[src/rtl/lock_pkg.sv]
// Shared definitions for the combination-lock design: glyph codes, the
// enrollment state encoding, password width and the display helpers.
package lock_pkg;

  localparam int PW_W = 10;

  localparam logic [3:0] GLY_P     = 4'd10;
  localparam logic [3:0] GLY_A     = 4'd11;
  localparam logic [3:0] GLY_F     = 4'd12;
  localparam logic [3:0] GLY_L     = 4'd13;
  localparam logic [3:0] GLY_BLANK = 4'd15;

  typedef enum logic [1:0] {
    IDLE   = 2'd0,
    ENTER1 = 2'd1,
    ENTER2 = 2'd2,
    RESULT = 2'd3
  } state_t;

  // Index 5 is display5 (leftmost digit), index 0 is display0.
  typedef logic [5:0][3:0] disp_t;

  localparam disp_t DISP_BLANK = {6{GLY_BLANK}};
  localparam disp_t DISP_PASS  = {GLY_BLANK, GLY_BLANK, GLY_P, GLY_A, 4'd5, 4'd5};
  localparam disp_t DISP_FAIL  = {GLY_BLANK, GLY_BLANK, GLY_F, GLY_A, 4'd1, GLY_L};

  // Entry screen: phase number, blank, hundreds split into two digits
  // (h only reaches 10), tens, ones.
  function automatic disp_t disp_enter(input logic [3:0] phase,
                                       input logic [3:0] h,
                                       input logic [3:0] t,
                                       input logic [3:0] o);
    disp_t d;
    d[5] = phase;
    d[4] = GLY_BLANK;
    d[3] = (h == 4'd10) ? 4'd1 : 4'd0;
    d[2] = (h == 4'd10) ? 4'd0 : h;
    d[1] = t;
    d[0] = o;
    return d;
  endfunction

endpackage

[src/rtl/key_pulse.sv]
// Push-button front end: two-flop synchronizer followed by a saturating
// hold counter. Emits exactly one single-cycle pulse per press, on the
// HOLD_CYCLES-th consecutive low synchronized sample.
module key_pulse #(
  parameter int HOLD_CYCLES = 500000
) (
  input  logic CLOCK_50,
  input  logic reset_n,
  input  logic key,
  output logic pulse
);

  localparam int CNT_W = $clog2(HOLD_CYCLES + 1);
  localparam logic [CNT_W-1:0] HOLD_MAX = CNT_W'(HOLD_CYCLES);
  localparam logic [CNT_W-1:0] HOLD_ARM = CNT_W'(HOLD_CYCLES - 1);

  logic             key_m;
  logic             key_s;
  logic [CNT_W-1:0] hold_cnt;

  // Synchronizer; resets to the released (high) level so reset cannot fake a press.
  always_ff @(posedge CLOCK_50 or negedge reset_n) begin
    if (!reset_n) begin
      key_m <= 1'b1;
      key_s <= 1'b1;
    end else begin
      key_m <= key;
      key_s <= key_m;
    end
  end

  // Hold counter saturates at HOLD_CYCLES; pulse fires only on the step into saturation.
  always_ff @(posedge CLOCK_50 or negedge reset_n) begin
    if (!reset_n) begin
      hold_cnt <= '0;
      pulse    <= 1'b0;
    end else begin
      pulse <= !key_s && (hold_cnt == HOLD_ARM);
      if (key_s) begin
        hold_cnt <= '0;
      end else if (hold_cnt != HOLD_MAX) begin
        hold_cnt <= hold_cnt + 1'b1;
      end
    end
  end

endmodule

[src/rtl/pw_enroll.sv]
// Password enrollment controller: the user enters a three-digit code twice;
// a matching pair within 10 bits is committed to pw.
//
//   state  | meaning
//   -------+-----------------------------------------------------------
//   IDLE   | waiting for key3 with enroll_en high, displays blank
//   ENTER1 | first entry of the code, digits editable
//   ENTER2 | confirmation entry, digits editable
//   RESULT | PASS/FAIL shown for RESULT_CYCLES, keys ignored
module pw_enroll
  import lock_pkg::*;
#(
  parameter int HOLD_CYCLES   = 500000,
  parameter int RESULT_CYCLES = 100000000
) (
  input  logic            CLOCK_50,
  input  logic            reset_n,
  input  logic            key0,
  input  logic            key1,
  input  logic            key2,
  input  logic            key3,
  input  logic            enroll_en,
  output logic [PW_W-1:0] pw,
  output logic            pw_valid,
  output logic            busy,
  output logic [3:0]      display5,
  output logic [3:0]      display4,
  output logic [3:0]      display3,
  output logic [3:0]      display2,
  output logic [3:0]      display1,
  output logic [3:0]      display0
);

  localparam int RES_W = $clog2(RESULT_CYCLES + 1);
  localparam logic [RES_W-1:0] RES_LOAD = RES_W'(RESULT_CYCLES - 1);

  state_t           state;
  logic [3:0]       ev;
  logic [3:0]       h, t, o;
  logic [3:0]       h_nx, t_nx, o_nx;
  logic [3:0]       phase;
  logic [10:0]      value;
  logic [10:0]      first;
  logic [RES_W-1:0] res_cnt;
  disp_t            disp;

  key_pulse #(.HOLD_CYCLES(HOLD_CYCLES)) u_key0 (
    .CLOCK_50(CLOCK_50), .reset_n(reset_n), .key(key0), .pulse(ev[0]));
  key_pulse #(.HOLD_CYCLES(HOLD_CYCLES)) u_key1 (
    .CLOCK_50(CLOCK_50), .reset_n(reset_n), .key(key1), .pulse(ev[1]));
  key_pulse #(.HOLD_CYCLES(HOLD_CYCLES)) u_key2 (
    .CLOCK_50(CLOCK_50), .reset_n(reset_n), .key(key2), .pulse(ev[2]));
  key_pulse #(.HOLD_CYCLES(HOLD_CYCLES)) u_key3 (
    .CLOCK_50(CLOCK_50), .reset_n(reset_n), .key(key3), .pulse(ev[3]));

  // Candidate digit values; only taken in the entry states when key3 is not firing.
  assign h_nx  = ev[2] ? ((h == 4'd10) ? 4'd0 : h + 4'd1) : h;
  assign t_nx  = ev[1] ? ((t == 4'd9)  ? 4'd0 : t + 4'd1) : t;
  assign o_nx  = ev[0] ? ((o == 4'd9)  ? 4'd0 : o + 4'd1) : o;
  assign phase = (state == ENTER1) ? 4'd1 : 4'd2;
  assign value = 11'(h) * 11'd100 + 11'(t) * 11'd10 + 11'(o);

  // Enrollment FSM with digit registers, password register and display mux.
  always_ff @(posedge CLOCK_50 or negedge reset_n) begin
    if (!reset_n) begin
      state    <= IDLE;
      h        <= 4'd0;
      t        <= 4'd0;
      o        <= 4'd0;
      first    <= 11'd0;
      pw       <= '0;
      pw_valid <= 1'b0;
      busy     <= 1'b0;
      res_cnt  <= '0;
      disp     <= DISP_BLANK;
    end else begin
      case (state)
        IDLE: begin
          if (ev[3] && enroll_en) begin
            state <= ENTER1;
            h     <= 4'd0;
            t     <= 4'd0;
            o     <= 4'd0;
            busy  <= 1'b1;
            disp  <= disp_enter(4'd1, 4'd0, 4'd0, 4'd0);
          end
        end

        ENTER1, ENTER2: begin
          if (!enroll_en) begin
            state <= IDLE;
            busy  <= 1'b0;
            disp  <= DISP_BLANK;
          end else if (ev[3]) begin
            // Commit uses the digits as they stand; a same-cycle digit event is dropped.
            if (state == ENTER1) begin
              first <= value;
              if (value > 11'd1023) begin
                state   <= RESULT;
                res_cnt <= RES_LOAD;
                disp    <= DISP_FAIL;
              end else begin
                state <= ENTER2;
                h     <= 4'd0;
                t     <= 4'd0;
                o     <= 4'd0;
                disp  <= disp_enter(4'd2, 4'd0, 4'd0, 4'd0);
              end
            end else begin
              if (value == first) begin
                pw       <= first[PW_W-1:0];
                pw_valid <= 1'b1;
                disp     <= DISP_PASS;
              end else begin
                disp     <= DISP_FAIL;
              end
              state   <= RESULT;
              res_cnt <= RES_LOAD;
            end
          end else begin
            h    <= h_nx;
            t    <= t_nx;
            o    <= o_nx;
            disp <= disp_enter(phase, h_nx, t_nx, o_nx);
          end
        end

        RESULT: begin
          if (res_cnt == '0) begin
            state <= IDLE;
            busy  <= 1'b0;
            disp  <= DISP_BLANK;
          end else begin
            res_cnt <= res_cnt - 1'b1;
          end
        end

        default: state <= IDLE;
      endcase
    end
  end

  assign display5 = disp[5];
  assign display4 = disp[4];
  assign display3 = disp[3];
  assign display2 = disp[2];
  assign display1 = disp[1];
  assign display0 = disp[0];

endmodule

[config.mk]
export PLATFORM = sky130hd
export DESIGN_NAME = pw_enroll
export DESIGN_NICKNAME = d
export VERILOG_FILES = /design/src/rtl/lock_pkg.sv /design/src/rtl/key_pulse.sv /design/src/rtl/pw_enroll.sv
export SDC_FILE = /design/constraint.sdc
export NUM_CORES = 1
export LEC_CHECK = 0
export ABC_AREA = 1
export CAP_MARGIN = 20
export CORE_MARGIN = 4
export CORE_UTILIZATION = 65
export CTS_CLUSTER_DIAMETER = 100
export DETAILED_ROUTE_END_ITERATION = 8
export MAX_ROUTING_LAYER = met4
export PLACE_DENSITY = 0.83
export SYNTH_ARGS = -nofsm -noshare
export SYNTH_HDL_FRONTEND = slang
export SYNTH_SLANG_ARGS = --single-unit
[constraint.sdc]
create_clock -name CLOCK_50 -period 6.3 [get_ports CLOCK_50]
set_input_delay 1.575 -clock CLOCK_50 [delete_from_list [all_inputs] [get_ports CLOCK_50]]
set_output_delay 1.575 -clock CLOCK_50 [all_outputs]
set_load 0.005 [all_outputs]
# Word level (Yosys, flattened, before mapping)
# Cells that the tools add are included.
[word_totals]
reg_bits = 176
in_bits = 7
out_inout_bits = 36
elab_cells = 150
[op_classes]
n_addsub = 10
n_mul = 2
order_cmp = 1
eq_ne = 26
n_mux = 54
bitwise = 1
reduce_logical = 25
[ops]
columns = ["operator", "n"]
rows = [
  ["$mux W19", 8],
  ["$mux W24", 6],
  ["$mux W27", 5],
  ["$add A19 B1 Y19 const B", 4],
  ["$eq A19 B19 Y1 const B", 4],
  ["$ne A19 B19 Y1 const B", 4],
  ["$pmux W24 S3", 1],
  ["$mux W4", 16],
  ["$pmux W27 S2", 1],
  ["$logic_not A27 Y1", 1],
  ["$sub A27 B1 Y27 const B", 1],
  ["$pmux W4 S2", 3],
  ["$eq A4 B4 Y1 const B", 4],
  ["$mux W15", 1],
  ["$reduce_and A5 Y1", 3],
  ["$add A4 B1 Y4 const B", 3],
  ["$mux W2", 6],
  ["$reduce_bool A2 Y1", 6],
  ["$add A11 B4 Y11", 1],
  ["$add A11 B8 Y11", 1],
  ["$eq A11 B11 Y1", 1],
  ["$gt A11 B10 Y1 const B", 1],
  ["$ne A2 B2 Y1 const B", 5],
  ["$mul A4 B5 Y9 const B", 1],
  ["other kinds (17)", 32],
]

# Logic depth before layout (Yosys ltp)
[depth]
word_depth = 9
ltp_mapped = 23
depth_no_buf = 22

# Cells and area by module
# From an unflattened synthesis, not the netlist that was laid out.
[unflattened]
hier_cells = 1507
hier_area_um2 = 11053.1
[modules_own_cells]
columns = ["module", "n_inst", "cells_per_inst", "area_per_inst_um2", "seq_area_each_um2"]
rows = [
  ["pw_enroll", 1, 759, 5698.0, 2074.5],
  ["key_pulse", 4, 187, 1338.8, 553.0],
]

# Least setup slack after synthesis
# OpenSTA, ideal clock, no wires.
[synth_path]
path_type = "register to register"
start = "register h[0]"
end = "register pw[0]"
setup_ns = 0.113
t_arrival_ns = 3.327
t_required_ns = 6.187
slack_ns = 2.860
path_stages_with_launch = 21
path_buffers = 1
period_less_slack_ns = 3.440
cell_sequence = "dfrtp_1 inv_1 ha_1 inv_1 ha_1 fa_1 ha_1 ha_1 a21oi_1 nand3_1 nand2_1 nand2_2 nand2_1 nand2_2 nand3_1 nand2_1 nor2_2 buf_4 nand4_1 nand2_1 inv_1"
[synth_via]
elab_chain_len = 5
[synth_lines]
columns = ["element", "line_no", "source"]
rows = [
  ["start: declaration", "pw_enroll.sv:39", "logic [3:0] h, t, o;"],
  ["start signal: assignment", "pw_enroll.sv:121", "h <= h_nx;"],
  ["$mul A4 B5 Y9", "pw_enroll.sv:61", "assign value = 11'(h) * 11'd100 + 11'(t) * 11'd10 + 11'(o);"],
  ["$add A11 B8 Y11", "pw_enroll.sv:61", ""],
  ["$add A11 B4 Y11", "pw_enroll.sv:61", ""],
  ["$eq A11 B11 Y1", "pw_enroll.sv:110", "if (value == first) begin"],
  ["$reduce_and A5 Y1 (no source line)", "n/a", ""],
  ["end signal: assignment", "pw_enroll.sv:111", "pw <= first[PW_W-1:0];"],
  ["end: declaration", "pw_enroll.sv:23", "output logic [PW_W-1:0] pw,"],
]
# No other way between the ends.
# A chain may end at the register's enable or synchronous reset.

# Worst setup path in the final report
[layout_path]
start = "register h[0]"
end = "register res_cnt[24]"
[layout_via]
elab_chain_len = 6
[layout_lines]
columns = ["element", "line_no", "source"]
rows = [
  ["$mul A4 B5 Y9", "pw_enroll.sv:61", ""],
  ["$add A11 B8 Y11", "pw_enroll.sv:61", ""],
  ["$add A11 B4 Y11", "pw_enroll.sv:61", ""],
  ["$gt A11 B10 Y1", "pw_enroll.sv:98", "if (value > 11'd1023) begin"],
  ["$ne A3 B3 Y1 (no source line)", "n/a", ""],
  ["$reduce_and A5 Y1 (no source line)", "n/a", ""],
  ["end signal: assignment", "pw_enroll.sv:134", "res_cnt <= res_cnt - 1'b1;"],
  ["end: declaration", "pw_enroll.sv:44", "logic [RES_W-1:0] res_cnt;"],
]
# No other way between the ends.

==> results.yml <==
grt:
  grt_use_met1_pct: 33.2
  antenna_found_initial: 0
  use_met3_pct: 6.46
  grt_use_met2_pct: 41.8
  grt_busiest_layer: "met2"
  grt_pass1_vias: 8177
  globalRouteTotalUtil_pct: 26.2
  gr-total-overflow: 0
  grt_pass1_wl_um: 37000
  grt_max_degree: 101
clock_tree:
  ctsResizeCount: 0
  clk_pin_slew_ns: 0.07
  numCtsBuffers: 17
  cts_root_buffer: "clkbuf_16"
  clk_latency_ns: 0.43
  h-tree-depth: 4
  cts_buffer_depth: 2
  cts_hold_buf: 0
  cts_tree: "done"
  cts_setup_buffers: 0
  clock_sinks: 170
final_layout:
  area_growth_pct: 10.4
  final_cell_area_mm2: 0.0110
  nNetsFinal: 1375
  final_common_cell: "nand2_1"
  diodes: 0
  layout-drive-gt1-share_pct: 6.91
  final_cell_mix: "nand2_1 (273), inv_1 (199), dfrtp_1 (144), nor2_1 (142), o21ai_0 (96)"
timing:
  slew_headroom_pct: 50.1
  period_minus_slack_ns: 4.20
  worst_pin_slew_ns: 0.744
  rsz0062_at_grt: "no"
  hold_viol: 0
  finalSetupViolations: 0
  slew_viol_final: 0
  fin_crit_sh_pct: 66.6
  fmax_mhz: 238
  clock_skew_ns: 0.00661
  setup_tns_ns: 0
worst_setup_path:
  crit_chain: "inv_1 > ha_1 > inv_1 > ha_1 > fa_1 > ha_1 > ha_1 > a21oi_1 > nand3_1 > nand2_1 > nand2_2 > nand2_1 > nand2_2 > nand3_2 > nand2_4 > inv_2 > o21ai_0 > o21ai_0"
  endpoint_kind: "register"
  setup.worst_path.start_class: "register"
  reg2reg_from: "h[0]"
  reg2reg_depth: 18
  cp.arrival_ns: 4.53
  rr_endpoint: "res_cnt[24]"
  crit_path_start: "h[0]"
  rrSetupSlack_ns: 2.10
  crit_fanout: 29
  max_stage_delay_ns: 0.47
  crit_path_frequent_cell: "ha_1"
  worst_path_max_delay_cell: "dfrtp_1"
  cp.required_ns: 6.64
  critPathKind: "register to register"
min_path:
  hold_path_class: "register to register"
  hold_start: "u_key0.key_m"
  hold_path_end: "u_key0.key_s"
  min_path_cells: 0
synth:
  synth.distinct_cells: 49
  synth_mux_area_share_pct: 0
  synth_adder_area_share_pct: 6.56
  synth_top_family_by_area: "simple AND/OR/NAND/NOR gates"
  ys_warn_count: 0
  synth-edff-count: 0
  syn_inst: 1288
  synth_ff_type: "dfrtp_1"
  synth.avg_cell_area_um2: 7.71
  async_flop_share_pct: 100
  seq_area_frac_synth_pct: 43.2
  yosys.area_share.simple_pct: 26.6
  synth_compound_area_share_pct: 10.7
  synth-xor-area-share_pct: 3.35
  syn_area_mm2: 0.00992
  ys_ff_latch: 170
placed_design:
  place.gp.congestion: 0.945
  hpwl_um: 15000
  port_buffers: 38
  placement.cell_area_mm2: 0.0104
drt:
  drc: 0
  wirelength_um: 21200
  vias: 8428
  ant_nets: 0
  drt-vias-per-instance: 5.56
  drtIter0Drc: 643
  firstDrtPassIters: 5
  wire_per_inst_um: 14.0
floorplanning:
  io-pin-count: 43
  core_region_area_mm2: 0.0148
  die_w_um: 132
  die_area_mm2: 0.0173
  start_util_pct: 67.3
  num_rows: 44
  fp.dieH_um: 132
status:
  outcome: "completed"
pwr:
  p_leak_nw: 5.23
  power_density_mw_per_mm2: 199
  ir_drop_v: 0.000211
run:
  cap_violations: 0
-- flip-flops by register name, indices dropped and copies added (netlist names), 2 cells and up --
register	count
display0	4
display1	4
display2	4
display3	3
display5	3
first	11
h	4
o	4
pw	10
res_cnt	27
state	2
t	4
u_key0.hold_cnt	19
u_key1.hold_cnt	19
u_key2.hold_cnt	19
u_key3.hold_cnt	19
-- worst max path at each step --
stage                   to  slack (ns)  depth (start not counted)
6_report       res_cnt[24]        2.10                         18
3_3_place_gp         pw[0]        2.37                         20
5_1_grt        res_cnt[24]        1.75                         18
2_1_floorplan        pw[0]        2.86                         20
3_5_place_dp         pw[4]        2.21                         20
4_1_cts              pw[1]        2.15                         20
-- per-stage QoR --
stage	instances	util (%)	hold slack [ns]	setup slack (ns)	total power [W]
CTS	1516	74.3	0.358	2.15	0.00220
detailed placement	1484	70.4	0.347	2.21	0.00119
finish	1516	74.3	0.357	2.10	0.00218
global placement	1484	70.4	0.345	2.37	0.00119
global route	1516	74.3	0.360	1.75	0.00226
floorplan	1291	-	0.345	2.86	0.00115
-- routing by layer --
metal  share of wire [%]  vias up
met4                 2.3        0
li1                    -     4215
met2                  47      230
met1                  45     3939
met5                   0        -
met3                 5.3       44
-- cell families after synthesis --
| family | after synthesis |
|---|---|
| buffers and inverters | 235 |
| xor gates and xnor gates | 38 |
| and+or+nand+nor | 601 |
| adders and majority gates | 49 |
| other | 1 |
| DFF | 170 |
| AOI/OAI and AO/OA | 194 |
-- cell usage after synthesis (3+ instances only) --
master / number / area [um2]
a211oi_1: 6 / 45.0
a21oi_1: 62 / 310
a22o_1: 3 / 26.3
buf_2: 5 / 25.0
buf_4: 8 / 60.1
buf_6: 5 / 56.3
clkbuf_1: 13 / 48.8
dfrtp_1: 144 / 3600
dfstp_2: 26 / 683
fa_1: 5 / 100
ha_1: 44 / 551
inv_1: 199 / 747
inv_2: 4 / 15.0
nand2_1: 273 / 1020
nand2_2: 7 / 43.8
nand3_1: 68 / 340
nand3_2: 4 / 40.0
nand3b_1: 3 / 22.5
nand4_1: 30 / 188
nor2_1: 142 / 533
nor2_2: 3 / 18.8
nor3_1: 39 / 195
nor3b_1: 3 / 22.5
nor4_1: 16 / 100
o21ai_0: 96 / 480
o21ai_1: 7 / 35.0
o21ai_2: 6 / 52.6
or2_2: 3 / 18.8
xnor2_1: 9 / 78.8
xor2_1: 29 / 254
-- critical path, delay by kind of cell (launching register included) --
family,cells,cell delay (ns)
AOI/OAI and AO/OA,3,0.56
adders and majority gates,5,1.65
buffers and inverters,3,0.57
DFF,1,0.47
and+or+nand+nor,7,0.82
-- final cells by class --
class                      instances  area (um2)
tap                              184         230
fill                            1110        3800
inverter                         204         766
timing repair buffer              40         409
clock buffer                      21         460
multi-input combinational        886        4690
clock inverter                    11         113
sequential                       170        4290
-- where the power goes --
group | switching (W) | internal (W)
Sequential | 0.00000796 | 0.00110
Clock | 0.000442 | 0.000571
Combinational | 0.0000395 | 0.0000152
Total | 0.000489 | 0.00169
No activity file was read; power rests on OpenSTA's default activity.
